File: config.mk
export PLATFORM = sky130hd
export DESIGN_NAME = if_fetch_ctrl
export DESIGN_NICKNAME = d
export VERILOG_FILES = /design/src/rtl/if_fetch_ctrl_pkg.sv /design/src/rtl/if_fetch_ctrl.sv
export SDC_FILE = /design/constraint.sdc
export NUM_CORES = 1
export LEC_CHECK = 0
export ABC_AREA = 1
export BUFFER_PORTS_ARGS = -buffer_cell sky130_fd_sc_hd__buf_2
export CAP_MARGIN = 40
export CELL_PAD_IN_SITES_DETAIL_PLACEMENT = 1
export CELL_PAD_IN_SITES_GLOBAL_PLACEMENT = 2
export CORE_MARGIN = 2
export CORE_UTILIZATION = 27
export DETAILED_ROUTE_END_ITERATION = 7
export PLACE_DENSITY_LB_ADDON = 0.1
export SYNTH_ARGS = -nofsm -noshare
export SYNTH_HDL_FRONTEND = slang
export SYNTH_SLANG_ARGS = --single-unit
File: constraint.sdc
create_clock -name clk -period 2.27 [get_ports clk]
set_clock_uncertainty 0.05 [all_clocks]
set_input_delay 0.3405 -clock clk [delete_from_list [all_inputs] [get_ports clk]]
set_output_delay 0.3405 -clock clk [all_outputs]
set_load 0.005 [all_outputs]
File: src/rtl/if_fetch_ctrl_pkg.sv
// Shared definitions for the instruction-fetch controller.
//   - Reset / stall polarity constants
//   - Bus widths and the nop word
//   - Fetch FSM state encoding
package if_fetch_ctrl_pkg;

    localparam logic RstEnable = 1'b1;
    localparam logic Stop      = 1'b1;
    localparam logic NoStop    = 1'b0;

    localparam int unsigned InstAddrBus = 32;
    localparam int unsigned InstBus     = 32;

    localparam logic [InstBus-1:0] ZeroWord = 32'h0000_0000;

    typedef enum logic [1:0] {
        StFetch = 2'd0,  // request outstanding at pc
        StHold  = 2'd1,  // word received under stall, parked in hold_inst
        StDrain = 2'd2   // flushed request still waiting for its ack
    } fetch_state_e;

endpackage

File: src/rtl/if_fetch_ctrl.sv
// Instruction-fetch stage feeding the IF/ID register.
// Owns the PC, issues req/ack fetches to instruction memory, stalls the front of the
// pipeline while a fetch is outstanding, and handles the delay-slot branch and the
// exception flush.
// Ports:
//   clk, rst                 clock, synchronous active-high reset
//   stall[5:0]               ctrl stall vector, only bit 0 is used here
//   flush, new_pc            exception redirect
//   branch_flag_i, branch_target_address_i   taken branch/jump from ID
//   imem_req_o, imem_addr_o  fetch request, held until imem_ack_i
//   imem_ack_i, imem_rdata_i fetch completion and data
//   pc_o, inst_o             PC / instruction presented to IF/ID
//   stallreq_o               fetch still outstanding
module if_fetch_ctrl
    import if_fetch_ctrl_pkg::*;
#(
    parameter logic [31:0] RESET_PC = 32'h0000_0000,
    parameter int unsigned PC_STEP  = 4
) (
    input  logic                   clk,
    input  logic                   rst,
    input  logic [5:0]             stall,
    input  logic                   flush,
    input  logic [InstAddrBus-1:0] new_pc,
    input  logic                   branch_flag_i,
    input  logic [InstAddrBus-1:0] branch_target_address_i,
    output logic                   imem_req_o,
    output logic [InstAddrBus-1:0] imem_addr_o,
    input  logic                   imem_ack_i,
    input  logic [InstBus-1:0]     imem_rdata_i,
    output logic [InstAddrBus-1:0] pc_o,
    output logic [InstBus-1:0]     inst_o,
    output logic                   stallreq_o
);

    localparam logic [InstAddrBus-1:0] PcStep = InstAddrBus'(PC_STEP);

    fetch_state_e           state_q, state_d;
    logic [InstAddrBus-1:0] pc_q, pc_d;
    logic                   pend_br_q, pend_br_d;
    logic [InstAddrBus-1:0] pend_tgt_q, pend_tgt_d;
    logic [InstBus-1:0]     hold_inst_q, hold_inst_d;
    logic [InstAddrBus-1:0] drain_addr_q, drain_addr_d;

    logic                   stop;
    logic                   advance;
    logic [InstAddrBus-1:0] next_pc;
    logic                   unused_stall;

    assign stop         = (stall[0] == Stop);
    assign unused_stall = ^stall[5:1];

    // A branch captured earlier wins over a new one: the captured one belongs to the
    // delay slot that is just now completing.
    assign next_pc = pend_br_q     ? pend_tgt_q :
                     branch_flag_i ? branch_target_address_i :
                                     pc_q + PcStep;

    // State register
    always_ff @(posedge clk) begin
        if (rst == RstEnable) begin
            state_q      <= StFetch;
            pc_q         <= RESET_PC;
            pend_br_q    <= 1'b0;
            pend_tgt_q   <= ZeroWord;
            hold_inst_q  <= ZeroWord;
            drain_addr_q <= ZeroWord;
        end else begin
            state_q      <= state_d;
            pc_q         <= pc_d;
            pend_br_q    <= pend_br_d;
            pend_tgt_q   <= pend_tgt_d;
            hold_inst_q  <= hold_inst_d;
            drain_addr_q <= drain_addr_d;
        end
    end

    // Next-state logic
    always_comb begin
        state_d      = state_q;
        pc_d         = pc_q;
        pend_br_d    = pend_br_q;
        pend_tgt_d   = pend_tgt_q;
        hold_inst_d  = hold_inst_q;
        drain_addr_d = drain_addr_q;
        advance      = 1'b0;

        unique case (state_q)
            StFetch: begin
                if (imem_ack_i) begin
                    if (!stop) begin
                        advance = 1'b1;
                    end else begin
                        hold_inst_d = imem_rdata_i;
                        state_d     = StHold;
                    end
                end
            end
            StHold: begin
                if (!stop) begin
                    advance = 1'b1;
                    state_d = StFetch;
                end
            end
            StDrain: begin
                if (imem_ack_i) begin
                    state_d = StFetch;
                end
            end
            default: state_d = StFetch;
        endcase

        // A branch seen while the delay slot has not completed is remembered, so the
        // slot finishes first and the target is fetched afterwards.
        if (advance) begin
            pc_d      = next_pc;
            pend_br_d = 1'b0;
        end else if (branch_flag_i) begin
            pend_br_d  = 1'b1;
            pend_tgt_d = branch_target_address_i;
        end

        // Flush overrides everything, including stall; an unacked request cannot be
        // aborted, so its address is kept for the drain.
        if (flush) begin
            pc_d        = new_pc;
            pend_br_d   = 1'b0;
            hold_inst_d = ZeroWord;
            unique case (state_q)
                StFetch: begin
                    state_d      = imem_ack_i ? StFetch : StDrain;
                    drain_addr_d = pc_q;
                end
                StHold:  state_d = StFetch;
                StDrain: state_d = imem_ack_i ? StFetch : StDrain;
                default: state_d = StFetch;
            endcase
        end
    end

    // Outputs; everything is forced quiet while reset is held so an in-flight request
    // drops immediately.
    always_comb begin
        imem_req_o  = 1'b0;
        imem_addr_o = ZeroWord;
        pc_o        = ZeroWord;
        inst_o      = ZeroWord;
        stallreq_o  = 1'b0;
        if (rst != RstEnable) begin
            unique case (state_q)
                StFetch: begin
                    imem_req_o  = 1'b1;
                    imem_addr_o = pc_q;
                    pc_o        = pc_q;
                    stallreq_o  = !imem_ack_i;
                    if (imem_ack_i && !stop) begin
                        inst_o = imem_rdata_i;
                    end
                end
                StHold: begin
                    pc_o   = pc_q;
                    inst_o = hold_inst_q;
                end
                StDrain: begin
                    imem_req_o  = 1'b1;
                    imem_addr_o = drain_addr_q;
                    pc_o        = pc_q;
                    stallreq_o  = 1'b1;
                end
                default: ;
            endcase
        end
    end

endmodule

-- Word level (Yosys, flattened, before mapping)
Index checks and enable logic that the tools add are counted.
- register bits: 131
- input port bits: 107
- output and inout bits: 98
- word-level logic and storage cells: 53
- $add $sub $neg: 1
- equality and inequality tests: 6
- muxes and demuxes: 26
- bitwise gates (word level): 1
- reduce and logical (&&, ||, !) cells: 13
- operators with widths (cell ; number):
    two-way mux 32 bit ; 9
    one-hot mux 32 bit (2 select lines) ; 2
    adder 32 x 3 -> 32 bit (second input constant) ; 1
    two-way mux 2 bit ; 7
    inequality test 3 bit (second input constant) ; 4
    one-hot mux 2 bit (3 select lines) ; 1
    OR reduction 3 bit ; 2
    two-way mux 1 bit ; 5
    one-hot mux 1 bit (2 select lines) ; 2
    AND reduction 2 bit ; 2
    AND reduction 4 bit ; 1
    OR reduction 2 bit ; 2
    AND reduction 3 bit ; 1
    == test 2 x 1 -> 1 bit (second input constant) ; 1
    == test 2 bit (second input constant) ; 1
    zero test 1 bit ; 2
    zero test 2 bit ; 1
    nonzero test 2 bit ; 1
    logical AND 1 bit ; 1
    NOT 1 bit ; 1

-- Longest topological paths before layout
Gate-level depths: netlist of the first run.
- depth after elaboration: 5
- mapped depth: 12
- gate-level depth less buffers: 12

-- Worst setup path after synthesis of the first run
No wires, ideal clock.
- path kind: reg2out
- from: reg state_q[1]
- to: out inst_o[10]
- data arrival time: 1.306 ns
- required time: 1.879 ns
- slack: 0.573 ns
- stages on the path, launching flop included: 8
- buffers on the path: 2
- cell sequence: dfxtp_1 -> buf_2 -> nor2_1 -> inv_1 -> nor3b_2 -> buf_4 -> a22oi_1 -> nor2_1
- word-level cells in the longest chain between the ends: 3
- elaborated cells on any way between the ends: 4
- classes of those cells: eq/ne: 1; mux: 2; reduce/logical: 1
- ends and longest elaborated chain (element ; RTL line ; RTL):
    start, declared ; if_fetch_ctrl.sv:38 ; fetch_state_e state_q, state_d;
    start signal, assigned ; if_fetch_ctrl.sv:62 ; state_q <= StFetch;
    start signal, assigned ; if_fetch_ctrl.sv:69 ; state_q <= state_d;
    == test 2 x 1 -> 1 bit / zero test 2 bit (equally long branches) ; if_fetch_ctrl.sv:150 ; unique case (state_q)
    one-hot mux 32 bit (2 select lines) (*) ; if_fetch_ctrl.sv:150 ;
    two-way mux 32 bit (*) ; if_fetch_ctrl.sv:149 ; if (rst != RstEnable) begin
    end, declared ; if_fetch_ctrl.sv:32 ; output logic [InstBus-1:0] inst_o,
Every way passes the cells marked *; elsewhere a longest branch is shown, timed or not.

-- Worst setup path in the final report of the first run
- from: reg state_q[0]
- to: out inst_o[14]
The elaborated chain is that of the path after synthesis.

==> results.json, run 1 <==
{
  "status": "complete, no violations",
  "hold_violations": 0,
  "yosys.area.top_type_share_pct": 36.2,
  "layout-drive-gt1-share_pct": 22.0,
  "synth_mux_area_share_pct": 0,
  "finalMaxSlewViolations": 0,
  "maxCapViolCount": 0,
  "async_flop_share_pct": 0,
  "place_area_um2": 8770,
  "cts_max_path_buffers": 2,
  "ys_warn_count": 0,
  "clockRootBuffer": "clkbuf_16",
  "final_common_cell": "nor2_1",
  "crit_fanout": 8,
  "pwr_density_cell_nw_per_um2": 690,
  "htreeDepth": 4,
  "whs_ps": 99.8,
  "worstSkewPairLatency_ps": 420,
  "fp.dieH_um": 168,
  "grt_pass1_vias": 8287,
  "holdPathStages": 2,
  "nNetsFinal": 1480,
  "cp_data_required_time_ps": 1880,
  "hp-class": "primary input to flop",
  "grt_overflow": 0,
  "synthCells": 1181,
  "r2r_start": "pc_q[2]$_SDFFE_PP0P_",
  "gp_congestion": 0.825,
  "start_kind": "flop",
  "hold_buffers": 0,
  "cp_cell_sequence": "nor2_4 > inv_2 > nor3b_4 > buf_6 > buf_12 > a22oi_1 > nor2_1 > buf_2",
  "syn-cell-area_um2": 7250,
  "die_w_um": 168,
  "drtPass1Iterations": 5,
  "crit_arrival_ps": 1790,
  "boundaryPins": 205,
  "final_cell_mix": "nor2_1 (270), nand2_1 (252), buf_2 (199)",
  "finalWirelength_um": 30100,
  "maxSlewHeadroom_pct": 67.0,
  "vias": 8365,
  "slowest_delay_ps": 370,
  "dieArea_um2": 28200,
  "final_util_pct": 36.3,
  "synth_area_leader_cell": "dfxtp_1",
  "fmax_mhz": 459,
  "avgSynthCellArea_um2": 6.14,
  "hp-start": "imem_ack_i",
  "fp.coreArea_um2": 26200,
  "antenna_found_initial": 5,
  "critical_path_class": "flop to output pin",
  "synthAdderAreaFrac_pct": 0.173,
  "grt_pass1_wl_um": 47100,
  "cp_slowest_cell": "dfxtp_4",
  "p_leak_nw": 4.20,
  "p_total_w": 0.00657,
  "cp-startpoint": "state_q[0]$_SDFFE_PP0P_",
  "final.period_utilization_pct": 96.0,
  "cts_buffers": 17,
  "worst_pin_slew_ps": 489,
  "wire_per_inst_um": 17.5,
  "synth_ff_type": "dfxtp_1",
  "synth_compound_area_share_pct": 21.4,
  "synth-edff-count": 0,
  "areaGrowthSynthToFinish_pct": 31.2,
  "viasPerCell": 4.85,
  "clkSlewWorstSetupHoldPaths_ps": 60,
  "drc": 0,
  "hpwl_um": 22200,
  "vdd_drop_max_mv": 0.338,
  "synth_top_family_by_area": "simple AND/OR/NAND/NOR gates",
  "setup_viol": 0,
  "r2r_slack_ps": 290,
  "portBuffers": 199,
  "reg2reg_to": "pc_q[30]$_SDFFE_PP0P_",
  "worstSetupEndpointType": "output pin",
  "fin_area_um2": 9520,
  "tritoncts": "built",
  "drt_iter0_drc": 365,
  "cp-endpoint": "inst_o[14]",
  "final_antenna_net_count": 0,
  "cts_sinks": 131,
  "ys_ff_latch": 131,
  "synthesis.nets": 1289,
  "rsz0062_at_grt": "true",
  "yosys.area_share.simple_pct": 34.4,
  "yosysSeqAreaShare_pct": 36.2,
  "grt_max_degree": 42,
  "grt.total_usage_pct": 21.2,
  "r2r_cells": 13,
  "synth.area.top_cells": "dfxtp_1 (36%), nor2_1 (14%), nand2_1 (13%), o21ai_0 (10%), a21oi_1 (6.2%)",
  "start_util_pct": 27.7,
  "period_minus_slack_ps": 2180,
  "yosys.area_share.xor_xnor_pct": 0.362,
  "rows": 59,
  "synthDistinctLibCells": 33
}
critical path, delay by kind of cell, from the launching register on:
family / cells / cell delay [ps]
buffers and inverters: 4 / 480
DFF: 1 / 370
AOI/OAI and AO/OA: 1 / 60
and+or+nand+nor: 3 / 450
power by group:
group          switching (W)  internal (W)
Sequential          0.000142       0.00246
Clock                0.00111       0.00175
Combinational       0.000681      0.000427
how the worst min path moves through the flow:
| stage | slack, ps | to |
|---|---|---|
| floorplan | 370 | state_q[1]$_SDFFE_PP0P_ |
| global placement | 390 | pend_tgt_q[3]$_SDFFE_PP0P_ |
| detailed placement | 390 | pend_tgt_q[3]$_SDFFE_PP0P_ |
| CTS | 80 | state_q[1]$_SDFFE_PP0P_ |
| global route | 110 | state_q[1]$_SDFFE_PP0P_ |
| finish | 100 | state_q[1]$_SDFFE_PP0P_ |
routing by layer:
layer	vias to the layer above	share of wire (%)	track usage [%]
met5	-	0.076	0
met4	4	0.66	4.16
met3	16	4.6	4.89
met2	167	45	33.3
met1	3917	50	29.8
li1	4261	-	-
cells in the mapped netlist (3+ instances only):
library cell / count
o21ai_0: 147
nand4_1: 4
a21oi_1: 90
clkbuf_1: 52
a22oi_1: 32
nand3_1: 80
buf_1: 3
a211oi_1: 4
nor2_2: 5
inv_1: 53
o22ai_1: 5
inv_2: 4
buf_2: 18
nand2_1: 252
o21ai_1: 5
buf_4: 4
dfxtp_1: 131
nor2_1: 274
cells by family (layout without fill, tap and decap cells):
| kind of cell | count (synthesis) | count (layout) |
|---|---|---|
| and+or+nand+nor | 623 | 623 |
| AOI/OAI and AO/OA | 288 | 288 |
| buffers and inverters | 135 | 338 |
| DFF | 131 | 131 |
| xor gates and xnor gates | 3 | 3 |
| adders and majority gates | 1 | 1 |
| other | 0 | 5 |
cell type report:
type	instances	area, um^2
clock buffers	18	439
flip-flops and latches	131	2630
clock inverters	13	160
multi-input cells	915	4120
inverters	58	218
fillers	3477	16700
diodes	5	12.5
repair buffers	249	1520
well taps	335	419
flip-flops by register name, indices dropped and copies added, names as in the netlist:
| name | flops |
|---|---|
| hold_inst_q | 32 |
| pc_q | 32 |
| state_q | 2 |
| pend_br_q | 1 |
| pend_tgt_q | 32 |
| drain_addr_q | 32 |
per-stage QoR:
| step | TNS (ps) | std cells | setup WS [ps] |
|---|---|---|---|
| finish | 0 | 1724 | 91.4 |
| global route | -176 | 1720 | -44.7 |
| CTS | 0 | 1718 | 6.75 |
| detailed placement | 0 | 1681 | 291 |
| global placement | 0 | 1681 | 336 |
| floorplan | 0 | 1181 | 573 |
repair_timing:
action / 4_1_cts / 5_1_grt
endpoints found under the setup margin: 4 / 26
resized for setup: 10 / 6
buffers inserted: 4 / 1
pin swaps: 3 / 3
gates cloned: 2 / 1
No activity file was read; power rests on OpenSTA's default activity.
==> run 2, diff against run 1 <==
--- a/config.mk
+++ b/config.mk
@@ -8,12 +8,10 @@
 export ABC_AREA = 1
 export BUFFER_PORTS_ARGS = -buffer_cell sky130_fd_sc_hd__buf_2
 export CAP_MARGIN = 40
-export CELL_PAD_IN_SITES_DETAIL_PLACEMENT = 1
-export CELL_PAD_IN_SITES_GLOBAL_PLACEMENT = 2
 export CORE_MARGIN = 2
-export CORE_UTILIZATION = 27
+export CORE_UTILIZATION = 50
 export DETAILED_ROUTE_END_ITERATION = 7
-export PLACE_DENSITY_LB_ADDON = 0.1
+export PLACE_DENSITY = 0.77
 export SYNTH_ARGS = -nofsm -noshare
 export SYNTH_HDL_FRONTEND = slang
 export SYNTH_SLANG_ARGS = --single-unit
==> run 2 against run 1 <==
  * Design area fell by 4.8%
  * Cell count fell by 10%
  * Combinational power is 9% lower
  * Sequential power hardly changed
  * Clock power fell by 12%
  * Critical path depth stayed put
  * Wire length shrank 23%
  * Non-clock buffer count fell by 19
  * Via count grew 0.26%
  * Flip-flop and latch count is the same
  * Hold slack worse by 1.5 ps
==> results.json, run 2 (same netlist as run 1, synthesis figures left out) <==
{
  "cp_data_required_time_ps": 1880,
  "grt_overflow": 0,
  "pwr_density_cell_nw_per_um2": 678,
  "crit_fanout": 8,
  "gp_congestion": 0.907,
  "rsz0062_at_grt": "true",
  "final_antenna_net_count": 0,
  "grt_pass1_vias": 7246,
  "slowest_delay_ps": 360,
  "finalMaxSlewViolations": 0,
  "boundaryPins": 205,
  "crit_arrival_ps": 1870,
  "worstSetupEndpointType": "output pin",
  "final.period_utilization_pct": 99.7,
  "vias": 8387,
  "comb_power_share_pct": 16.5,
  "htreeDepth": 4,
  "drc": 0,
  "worst_pin_slew_ps": 438,
  "maxCapViolCount": 0,
  "critical_path_class": "flop to output pin",
  "cts_sinks": 131,
  "fp.coreArea_um2": 14400,
  "cp_cell_sequence": "nor2_4 > inv_2 > nor3b_4 > buf_6 > clkbuf_16 > a22oi_1 > nor2_1 > buf_2",
  "place_area_um2": 8400,
  "clkSlewWorstSetupHoldPaths_ps": 60,
  "clockRootBuffer": "clkbuf_16",
  "final_util_pct": 63.0,
  "internal_power_w": 0.00438,
  "tritoncts": "built",
  "p_leak_nw": 4.06,
  "final_cell_mix": "nor2_1 (270), nand2_1 (252), buf_2 (199)",
  "fin_area_um2": 9050,
  "switchingPower_w": 0.00175,
  "rows": 44,
  "hold_violations": 0,
  "finalWorstSetupSlack_ps": 6.56,
  "wire_per_inst_um": 15.0,
  "dieArea_um2": 15500,
  "cts_buffers": 17,
  "status": "complete, no violations",
  "nNetsFinal": 1461,
  "portBuffers": 199,
  "hpwl_um": 16500,
  "power_frac_clock_pct": 41.1,
  "antenna_found_initial": 1,
  "final_common_cell": "nor2_1",
  "grt_max_degree": 88,
  "drtPass1Iterations": 6,
  "maxSlewHeadroom_pct": 70.7,
  "layout-drive-gt1-share_pct": 20.9,
  "grt_pass1_wl_um": 36400,
  "path_buf_inv": 4,
  "cpLargestDelayFamily": "buffers and inverters",
  "drt_iter0_drc": 789,
  "finalWirelength_um": 23200,
  "p_sw_share_pct": 28.6,
  "fmax_mhz": 442,
  "viasPerCell": 5.42,
  "period_minus_slack_ps": 2260,
  "fill_cells": 1389,
  "dp_slack_ps": 387,
  "power_frac_seq_pct": 42.4,
  "start_util_pct": 50.5,
  "areaGrowthSynthToFinish_pct": 24.9,
  "start_kind": "flop",
  "grt.total_usage_pct": 28.6,
  "n_antenna_cell": 0,
  "die_w_um": 124,
  "fp.dieH_um": 124,
  "worstSkewPairLatency_ps": 420,
  "hold_buffers": 0,
  "setup_viol": 0,
  "hp-class": "primary input to flop",
  "cts_max_path_buffers": 2,
  "cp_slowest_cell": "dfxtp_4",
  "vdd_drop_max_mv": 0.470
}
[run 2: power groups by stage]
stage	logic [W]	registers, W	clock network, W
floorplan	0.000615	0.00260	0
global placement	0.000954	0.00264	0
detailed placement	0.000969	0.00264	0
CTS	0.000974	0.00260	0.00256
global route	0.00113	0.00262	0.00265
finish	0.00101	0.00260	0.00252
[run 2: layer usage]
layer / part of all wire [%] / wire length, um / track usage (%) / up-vias
met1: 43 / 10100 / 40.1 / 3718
met2: 45 / 10500 / 43.0 / 408
li1: - / - / - / 4224
met4: 2.0 / 465 / 9.52 / 0
met3: 9.4 / 2190 / 7.00 / 37
met5: 0 / 0 / 0 / -
[run 2: path summary, 6_finish.rpt]
| check | start | to | slack, ps | depth (start not counted) |
|---|---|---|---|---|
| worst max register to register | pc_q[2]$_SDFFE_PP0P_ | pc_q[26]$_SDFFE_PP0P_ | 340 | 12 |
| worst max-delay path | state_q[0]$_SDFFE_PP0P_ | inst_o[14] | 7 | 8 |
| worst min register to register | pend_tgt_q[3]$_SDFFE_PP0P_ | pend_tgt_q[3]$_SDFFE_PP0P_ | 410 | 2 |
| worst min-delay path | imem_ack_i | state_q[1]$_SDFFE_PP0P_ | 100 | 2 |
[run 2: worst reg2reg max path: stages, from the launching register on]
cell     delay, ps
dfxtp_1        440
ha_1           240
nand2_1        110
nor2_2         190
nand2_2        140
inv_1          170
nand2_1         70
nand2_1         60
nand3_1        100
nand2_1         80
nand2_1         60
nand2_1         80
nand2_1         50
[run 2: cell type report]
class	instances	area, um^2	share of cell area [%]
clock buffers	19	453	5.00
clock inverters	11	88.8	0.981
inverters	58	218	2.40
multi-input cells	915	4120	45.5
flip-flops and latches	131	2630	29.0
well taps	184	230	2.54
repair buffers	230	1320	14.6
[run 2: what timing repair did]
item | CTS | global route
gates resized for setup | 0 | 9
setup buffers | 0 | 3
setup endpoints to repair | 0 | 24
[run 2: through the flow]
step	setup TNS, ps	total power [W]	instances	hold slack [ps]
final	0	0.00614	1548	98.3
after global routing	-680	0.00640	1548	110
after CTS	0	0.00613	1542	88.5
after detailed placement	0	0.00361	1512	395
after global placement	0	0.00359	1512	388
after floorplan	0	0.00321	1181	374
==> run 3, diff against run 2 <==
--- a/config.mk
+++ b/config.mk
@@ -5,13 +5,13 @@
 export SDC_FILE = /design/constraint.sdc
 export NUM_CORES = 1
 export LEC_CHECK = 0
-export ABC_AREA = 1
 export BUFFER_PORTS_ARGS = -buffer_cell sky130_fd_sc_hd__buf_2
 export CAP_MARGIN = 40
 export CORE_MARGIN = 2
 export CORE_UTILIZATION = 50
 export DETAILED_ROUTE_END_ITERATION = 7
-export PLACE_DENSITY = 0.77
+export MAX_ROUTING_LAYER = met4
+export PLACE_DENSITY = 0.87
 export SYNTH_ARGS = -nofsm -noshare
 export SYNTH_HDL_FRONTEND = slang
 export SYNTH_SLANG_ARGS = --single-unit
==> run 3 against run 2 <==
  * Hold slack lost 11 ps
  * Clock power is 20% higher
  * Design area rose by 2.8%
  * Area after synthesis decreased by 0.33%
  * Global-route usage increased by 0.70 points
  * Flip-flop and latch count is the same
  * First-iteration DRC count is 1.5% higher
  * Synthesized cell count fell by 15%
  * Largest power group is now the clock network
==> results.json, run 3 <==
{
  "synth_commonest_cells": "nand2_1 (250), dfxtp_1 (131), a21oi_1 (114), clkbuf_1 (74), nor2_1 (69)",
  "final_antenna_net_count": 0,
  "status": "complete, no violations",
  "maxSlewHeadroom_pct": 59.0,
  "synth.most_common_cell": "nand2_1",
  "crit_fanout": 11,
  "r2r_slack_ps": 260,
  "period_minus_slack_ps": 2210,
  "finalMaxSlewViolations": 0,
  "fin_area_um2": 9310,
  "finalWirelength_um": 23400,
  "rows": 43,
  "clkSlewWorstSetupHoldPaths_ps": 60,
  "hold_violations": 0,
  "hp-class": "primary input to flop",
  "ys_warn_count": 0,
  "r2r_start": "pc_q[19]$_SDFFE_PP0P_",
  "ys_ff_latch": 131,
  "synthesis.nets": 1106,
  "viasPerCell": 5.98,
  "boundaryPins": 205,
  "cp_data_required_time_ps": 1880,
  "maxCapViolCount": 0,
  "n_antenna_cell": 0,
  "grt_pass1_wl_um": 36200,
  "syn-cell-area_um2": 7230,
  "synth_area_leader_cell": "dfxtp_1",
  "drtPass1Iterations": 5,
  "pwr_density_cell_nw_per_um2": 710,
  "worstSetupEndpointType": "output pin",
  "portBuffers": 199,
  "hpwl_um": 16100,
  "p_leak_nw": 3.94,
  "synthDistinctLibCells": 60,
  "final_common_cell": "nand2_1",
  "whs_ps": 87.0,
  "fill_cells": 1143,
  "nNetsFinal": 1282,
  "grt.total_usage_pct": 29.3,
  "htreeDepth": 4,
  "setup_viol": 0,
  "clockRootBuffer": "clkbuf_16",
  "reg2reg_to": "pc_q[23]$_SDFFE_PP0P_",
  "drt_iter0_drc": 801,
  "grt_pass1_vias": 7190,
  "areaGrowthSynthToFinish_pct": 28.8,
  "worst_pin_slew_ps": 614,
  "avgSynthCellArea_um2": 7.24,
  "final_cell_mix": "nand2_1 (249), buf_2 (198), dfxtp_1 (129)",
  "grt_overflow": 0,
  "dieArea_um2": 15400,
  "cts_max_path_buffers": 2,
  "async_flop_share_pct": 0,
  "r2r_cells": 5,
  "yosysSeqAreaShare_pct": 36.3,
  "gp_congestion": 0.947,
  "worstSkewPairLatency_ps": 430,
  "synth-edff-count": 0,
  "fmax_mhz": 452,
  "synth.area.top_cells": "dfxtp_1 (36%), nand2_1 (13%), a21oi_1 (7.9%), clkbuf_1 (3.8%), a22o_1 (3.6%)",
  "antenna_found_initial": 0,
  "setup-tns-final_ps": 0,
  "tritoncts": "built",
  "cp-startpoint": "state_q[1]$_SDFFE_PP0P_",
  "critical_path_class": "flop to output pin",
  "cp-endpoint": "imem_addr_o[13]",
  "vdd_drop_max_mv": 0.561,
  "grt_max_degree": 56,
  "die_w_um": 124,
  "layout-drive-gt1-share_pct": 26.5,
  "cts_buffers": 17,
  "final.period_utilization_pct": 97.4,
  "vias": 8179,
  "start_kind": "flop",
  "wire_per_inst_um": 17.1,
  "synthCells": 998,
  "cts_sinks": 131,
  "final_util_pct": 66.5,
  "fp.dieH_um": 124,
  "place_area_um2": 8530,
  "start_util_pct": 51.7,
  "fp.coreArea_um2": 14000,
  "crit_arrival_ps": 1820,
  "yosys.area.top_type_share_pct": 36.3,
  "drc": 0,
  "synth_ff_type": "dfxtp_1"
}
run 3: cell count changes after synthesis, moves of 10 or more:
cell	before	now
a22o_1	0	30
nor2_1	274	69
mux2i_1	0	15
inv_1	53	11
clkbuf_1	52	74
and3_1	0	10
nand3_1	80	19
nor3_1	1	18
a21oi_1	90	114
and2_1	1	36
o21ai_0	147	18
run 3: repair_timing:
| item | 4_1_cts | 5_1_grt |
|---|---|---|
| gates cloned | 1 | 2 |
| hold buffers | 0 | 0 |
| setup buffers | 0 | 3 |
| pin swaps | 1 | 4 |
| endpoints found under the setup margin | 22 | 16 |
| gates resized for setup | 7 | 7 |
run 3: worst min path at each step:
stage	startpoint	endpoint	slack (ps)	cells past startpoint
after floorplan	imem_ack_i	state_q[1]$_SDFFE_PP0P_	360	1
after global placement	pend_tgt_q[16]$_SDFFE_PP0P_	pend_tgt_q[16]$_SDFFE_PP0P_	390	2
after detailed placement	pend_tgt_q[17]$_SDFFE_PP0P_	pend_tgt_q[17]$_SDFFE_PP0P_	400	2
after CTS	imem_ack_i	state_q[1]$_SDFFE_PP0P_	80	2
after global routing	imem_ack_i	state_q[1]$_SDFFE_PP0P_	100	2
final	imem_ack_i	state_q[1]$_SDFFE_PP0P_	90	2
run 3: final cells by class:
type	instances	area, um^2	area share [%]
clock buffer	19	443	4.76
clock inverter	13	208	2.23
inverter	11	41.3	0.444
multi-input combinational	750	4170	44.8
sequential	131	2630	28.2
tap	180	225	2.42
timing repair buffer	263	1590	17.1
run 3: power breakdown:
part | total [W] | internal, W | switching (W)
clock | 0.00303 | 0.00197 | 0.00105
sequential | 0.00252 | 0.00242 | 0.0000995
combinational | 0.00106 | 0.000441 | 0.000619
run 3: logic make-up (layout without fill, tap and decap cells):
family | after synthesis | in the layout | share of synthesized area [%]
and+or+nand+nor | 437 | 437 | 26.8
buffers and inverters | 117 | 306 | 6.73
xor gates and xnor gates | 18 | 18 | 2.18
adders and majority gates | 1 | 1 | 0.173
DFF | 131 | 131 | 36.3
AOI/OAI and AO/OA | 277 | 277 | 25.4
muxes | 17 | 17 | 2.39
run 3: metrics by stage:
step,cells,setup slack [ps],total power [W]
2_1_floorplan,998,418,0.00314
3_3_place_gp,1329,265,0.00354
3_5_place_dp,1329,250,0.00357
4_1_cts,1362,22.2,0.00657
5_1_grt,1367,-11.0,0.00683
6_report,1367,58.2,0.00661
run 3: metal layers:
metal / part of all wire (%) / up-vias / wire length (um) / track usage [%]
met5: 0 / - / 0 / -
met4: 2.3 / 0 / 549 / 10.0
met3: 9.6 / 62 / 2240 / 6.54
met2: 48 / 478 / 11100 / 45.5
met1: 40 / 3816 / 9440 / 37.7
li1: - / 3823 / - / -
run 3: critical path: stages, from the launching register on:
cell and delay [ps]:
dfxtp_2 380, buf_6 170, inv_1 80, nor3_4 240, buf_6 200, a22o_1 170, buf_2 140
